<file path="src/rtl/uart_alu_ctrl_pkg.sv">
// rtl/uart_alu_ctrl_pkg.sv - shared widths, state encodings and ALU opcodes for the frame sequencer
package uart_alu_ctrl_pkg;

    localparam int DEF_N_BIT  = 8;
    localparam int DEF_OP_BIT = 6;

    localparam logic [2:0] ST_GET_A  = 3'd0;
    localparam logic [2:0] ST_GET_B  = 3'd1;
    localparam logic [2:0] ST_GET_OP = 3'd2;
    localparam logic [2:0] ST_EXEC   = 3'd3;
    localparam logic [2:0] ST_SEND   = 3'd4;

    localparam logic [5:0] OP_ADD = 6'h20;
    localparam logic [5:0] OP_SUB = 6'h22;
    localparam logic [5:0] OP_AND = 6'h24;
    localparam logic [5:0] OP_OR  = 6'h25;

    typedef enum logic [2:0] {
        GET_A  = ST_GET_A,
        GET_B  = ST_GET_B,
        GET_OP = ST_GET_OP,
        EXEC   = ST_EXEC,
        SEND   = ST_SEND
    } state_t;

endpackage

</file>
<file path="src/rtl/uart_alu_ctrl.sv">
// rtl/uart_alu_ctrl.sv - pops A/B/opcode from the rx FIFO, latches the ALU result and pushes it to the tx FIFO
module uart_alu_ctrl
    import uart_alu_ctrl_pkg::*;
#(
    parameter int N_BIT  = DEF_N_BIT,
    parameter int OP_BIT = DEF_OP_BIT
) (
    input  logic              CLK,
    input  logic              RESET,
    input  logic              rx_empty,
    input  logic [N_BIT-1:0]  r_data,
    output logic              rd_uart,
    input  logic              tx_full,
    output logic [N_BIT-1:0]  w_data,
    output logic              wr_uart,
    output logic [N_BIT-1:0]  alu_a,
    output logic [N_BIT-1:0]  alu_b,
    output logic [OP_BIT-1:0] alu_op,
    input  logic [N_BIT-1:0]  alu_result,
    output logic              busy,
    output logic [N_BIT-1:0]  leds
);

    state_t           state;
    state_t           state_nxt;
    logic [N_BIT-1:0] result_q;

    always_ff @(posedge CLK or negedge RESET) begin
        if (!RESET) begin
            state    <= GET_A;
            alu_a    <= '0;
            alu_b    <= '0;
            alu_op   <= '0;
            result_q <= '0;
            leds     <= '0;
        end else begin
            state <= state_nxt;
            case (state)
                GET_A:   if (!rx_empty) alu_a <= r_data;
                GET_B:   if (!rx_empty) alu_b <= r_data;
                GET_OP:  if (!rx_empty) alu_op <= r_data[OP_BIT-1:0];
                EXEC:    result_q <= alu_result;
                SEND:    if (!tx_full) leds <= result_q;
                default: ;
            endcase
        end
    end

    // rd_uart is Mealy on rx_empty; gating with RESET keeps it low while reset is held
    always_comb begin
        state_nxt = state;
        rd_uart   = 1'b0;
        wr_uart   = 1'b0;
        case (state)
            GET_A: begin
                rd_uart = ~rx_empty & RESET;
                if (!rx_empty) state_nxt = GET_B;
            end
            GET_B: begin
                rd_uart = ~rx_empty & RESET;
                if (!rx_empty) state_nxt = GET_OP;
            end
            GET_OP: begin
                rd_uart = ~rx_empty & RESET;
                if (!rx_empty) state_nxt = EXEC;
            end
            EXEC: begin
                state_nxt = SEND;
            end
            SEND: begin
                wr_uart = ~tx_full;
                if (!tx_full) state_nxt = GET_A;
            end
            default: begin
                state_nxt = GET_A;
            end
        endcase
    end

    assign w_data = result_q;
    assign busy   = (state != GET_A);

endmodule

</file>
<file path="config.mk">
export PLATFORM = sky130hd
export DESIGN_NAME = uart_alu_ctrl
export DESIGN_NICKNAME = d
export VERILOG_FILES = /design/src/rtl/uart_alu_ctrl_pkg.sv /design/src/rtl/uart_alu_ctrl.sv
export SDC_FILE = /design/constraint.sdc
export NUM_CORES = 1
export LEC_CHECK = 0
export BUFFER_PORTS_ARGS = -buffer_cell sky130_fd_sc_hd__buf_2
export CORE_ASPECT_RATIO = 0.9
export CORE_MARGIN = 3
export CORE_UTILIZATION = 35
export DETAILED_ROUTE_END_ITERATION = 6
export GPL_ROUTABILITY_DRIVEN = 0
export SYNTH_ARGS = -nofsm -noshare
export SYNTH_HDL_FRONTEND = slang
export SYNTH_SLANG_ARGS = --single-unit
</file>
<file path="constraint.sdc">
create_clock -name CLK -period 2.6 [get_ports CLK]
set_clock_uncertainty 0.2 [all_clocks]
set_input_delay 0.52 -clock CLK [delete_from_list [all_inputs] [get_ports CLK]]
set_output_delay 0.52 -clock CLK [all_outputs]
set_load 0.05 [all_outputs]
</file>
Word-level counts from Yosys, hierarchy flattened
Cells that the tools add are included.
- bits in registers: 41
- bits in latches: 0
- bits in writable memories: 0
- ROM bits: 0
- input bits: 20
- word-level logic and storage cells: 32
- memories: 0
- add/subtract/negate cells: 0
- multiply operators: 0
- divide/modulo/power cells: 0
- order comparisons: 0
- eq/ne operators: 8
- shifts and indexed selects: 0
- muxes and demuxes: 7
- bitwise operators: 3
- reduce and logical (&&, ||, !) cells: 8
- operator list (cell ; count):
    $pmux 3 s5 ; 1
    $mux 3 ; 4
    $ne 2x2->1 const B ; 4
    $reduce_and 2->1 ; 4
    $eq 3x2->1 const B ; 2
    $reduce_and 4->1 ; 1
    $eq 3x1->1 const B ; 1
    $eq 3x3->1 const B ; 1
    $logic_not 3->1 ; 1
    $reduce_bool 3->1 ; 1
    $reduce_or 3->1 ; 1
    $mux 1 ; 2
    $not 1->1 ; 2
    $and 1x1->1 ; 1

Depth between registers and ports, before layout
- word-level depth: 3
- depth in mapped cells: 3
- gate-level depth less buffers: 2

Worst setup path after synthesis
No wires, ideal clock.
- path kind: input -> output
- start point: input rx_empty
- end point: output rd_uart
- data arrival time: 3.211 ns
- data required time: 1.880 ns
- slack: -1.331 ns
- stages on the path: 2
- buffers on the path: 1
- path through: clkbuf_1 a2111oi_0
- cells in the longest elaborated chain, start to end: 3
- ends and longest elaborated chain (element ; line ; text):
    start: declaration ; uart_alu_ctrl.sv:10 ; input logic rx_empty,
    $not 1->1 (no source line) ; - ;
    $and 1x1->1 ; uart_alu_ctrl.sv:56, uart_alu_ctrl.sv:60, uart_alu_ctrl.sv:64 ;
    $mux 1 ; - ;
    end: declaration ; uart_alu_ctrl.sv:12 ; output logic rd_uart,
Every way passes these cells.

Worst setup path in the final report
- start point: register state[1]
- end point: output rd_uart
- cells in the longest elaborated chain, start to end: 3
- elaborated cells between the ends (all ways): 5
- classes of those cells: 2 x eq/ne; 1 x mux; 2 x reduce/logical
- ends and longest elaborated chain (element ; line ; text):
    start: declaration ; uart_alu_ctrl.sv:24 ; state_t state;
    start signal: assignment ; uart_alu_ctrl.sv:37 ; state <= state_nxt;
    $eq 3x2->1, or another cell as far along ; uart_alu_ctrl.sv:54 ; case (state)
    $reduce_or 3->1 (no source line) * ; - ;
    $mux 1 * ; - ;
Mark *: on every way between the ends. The rest lies on a longest branch, timed or not.

==> out/qor.csv <==
metric,value,unit
design_area,0.00211,mm²
synth_mux_area_share,25.9,%
status,"complete, no violations",
drt_iter0_markers,24,
worstSkewPairLatency,0.28,ns
synthTopCellsByArea,"dfrtp_1 (62%), mux2_2 (26%), nor4b_4 (4.3%), nor4_4 (1.3%), buf_4 (0.91%)",
grt_pass1_vias,1097,
hold_slack,0.118,ns
pin_count,61,
hold_buffers,0,
yosysTopAreaCell,dfrtp_1,
rrSetupSlack,0.63,ns
final_hold_viol_count,0,
syn_area_per_cell,16.7,µm²
required,1.88,ns
grt_antenna_before_repair,0,
synth_xor_area_share,0,%
cts_tree,built,
synth_fa_ha_area_share,0,%
post_drt_wl_per_cell,14.0,µm
worstSetupEndpointType,output pin,
crit_path_start_kind,flip-flop,
met1_usage,16.5,%
final-setup-viol-count,0,
dr.pass1.iters,4,
use_met3,4.65,%
route.vias.total,1055,
synth_compound_area_share,1.59,%
dieArea,0.00559,mm²
arrival,1.60,ns
grt.busiest_layer,met2,
cts_made_buffers,5,
synthFlopType,dfrtp_1,
use_met2,17.4,%
dp_slack,0.537,ns
grt_start_max_net_pins,42,
drc,0,
wl,3.15,mm
ant_nets,0,
track_usage,12.2,%
hpwl,2.36,mm
cts_resized,0,
vias_per_cell,4.67,
synth_edf_count,0,
max_freq,432,MHz
htree_levels,2,
port_buffers,60,
rows,23,
ys_top_cells_by_count,"dfrtp_1 (41), mux2_2 (38), nor4b_4 (3)",
core_area,0.00452,mm²
final_layout_size_suffix_gt1_share,68.9,%
tns,0,ns
maxSlewHeadroom,56.6,%
fin_crit,2.32,ns
worst_slew_pin_slew,0.646,ns
synthArstFlopShare,100,%
yosys.area.top_type_share,62.0,%
setup_slack,0.285,ns
nNetsFinal,184,
critPathMaxFanout,11,
fin_crit_sh,89.0,%
rsz0062_at_grt,false,
maxCapViolCount,0,
die_h,71.2,µm
synthDistinctLibCells,17,
area_delta_synth_final,27.5,%
syn-num-nets,119,
die_x,78.5,µm
yosys.area_share.simple,8.47,%
n_antenna_cell,0,
yosysMostFrequentCell,dfrtp_1,
path_clk_slew,0.07,ns
grt_pass1_wl,5.21,mm
synth.cell_area,0.00165,mm²
initial_core_util,36.6,%
cts.path.max_buffers,2,
synth_top_family_by_area,multiplexers,
place_area,0.00202,mm²
ys_seq_elements,41,
yosysSeqAreaShare,62.0,%
worst_hold_path_type,primary input to async pin,
cts.sink_count,41,
clockRootBuffer,clkbuf_8,
cts_setup_buffers,0,
synth-warning-count,0,
worst-setup-path-type,flip-flop to output pin,
gr-total-overflow,0,
netlist_instances,99,
slew_viol_final,0,
==> stage by stage <==
| stage | util [%] | std cells |
|---|---|---|
| finish | 46.7 | 226 |
| global route | 46.7 | 226 |
| CTS | 46.7 | 226 |
| detailed placement | 44.8 | 219 |
| global placement | 44.8 | 219 |
| floorplan | - | 99 |
==> final timing paths <==
check	from	endpoint	cells past startpoint
min in group CLK	alu_result[1]	w_data[1]	2
min reg2reg	alu_op[1]	alu_op[1]	1
min	RESET	state[2]	2
max reg2reg	state[0]	alu_a[1]	2
max	state[1]	rd_uart	2
max in group asynchronous	RESET	alu_op[3]	2
==> state kept, by name, summed over array words and instances (netlist names) <==
signal and count:
state 3, alu_op 6, alu_a 8, alu_b 8, w_data 8, leds 8
==> worst max-delay path, stage by stage (launching register included) <==
cell,delay [ns]
dfrtp_1,0.55
a2111oi_2,0.44
buf_2,0.33
==> cell usage in the layout, fill, tap and decap left out, drive strengths merged <==
| master | netlist | layout |
|---|---|---|
| nor4 | 1 | 1 |
| nand3b | 2 | 2 |
| inv | 1 | 1 |
| nand2 | 1 | 1 |
| or2b | 1 | 1 |
| or2 | 1 | 1 |
| o31ai | 1 | 1 |
| or3 | 1 | 1 |
| nor4b | 3 | 3 |
| clkbuf | 1 | 7 |
| buf | 3 | 62 |
| mux2 | 38 | 38 |
| a21oi | 2 | 2 |
| or3b | 1 | 1 |
| a2111oi | 1 | 1 |
| dfrtp | 41 | 41 |
==> per-layer routing <==
| layer | share of wire, % | wire length [µm] |
|---|---|---|
| met1 | 45 | 1420 |
| met2 | 44 | 1390 |
| met3 | 9.3 | 293 |
| met4 | 1.5 | 46 |
| met5 | 0 | 0 |
==> final cells by class <==
cell class / instances / area (µm²)
inverters: 1 / 3.75
repair buffers: 62 / 315
well taps: 62 / 77.6
fillers: 442 / 2410
multi-input cells: 53 / 601
flip-flops and latches: 41 / 1030
clock buffers: 7 / 86.3
==> cell families (layout without fill, tap and decap cells) <==
logic type             Yosys count  in the layout
muxes                           38             38
DFF                             41             41
and+or+nand+nor                 11             11
buffers and inverters            5             70
AOI/OAI and AO/OA                4              4
Power is not shown: default switching activity piles up to over one toggle a cycle in this logic, so the estimate is an artifact.
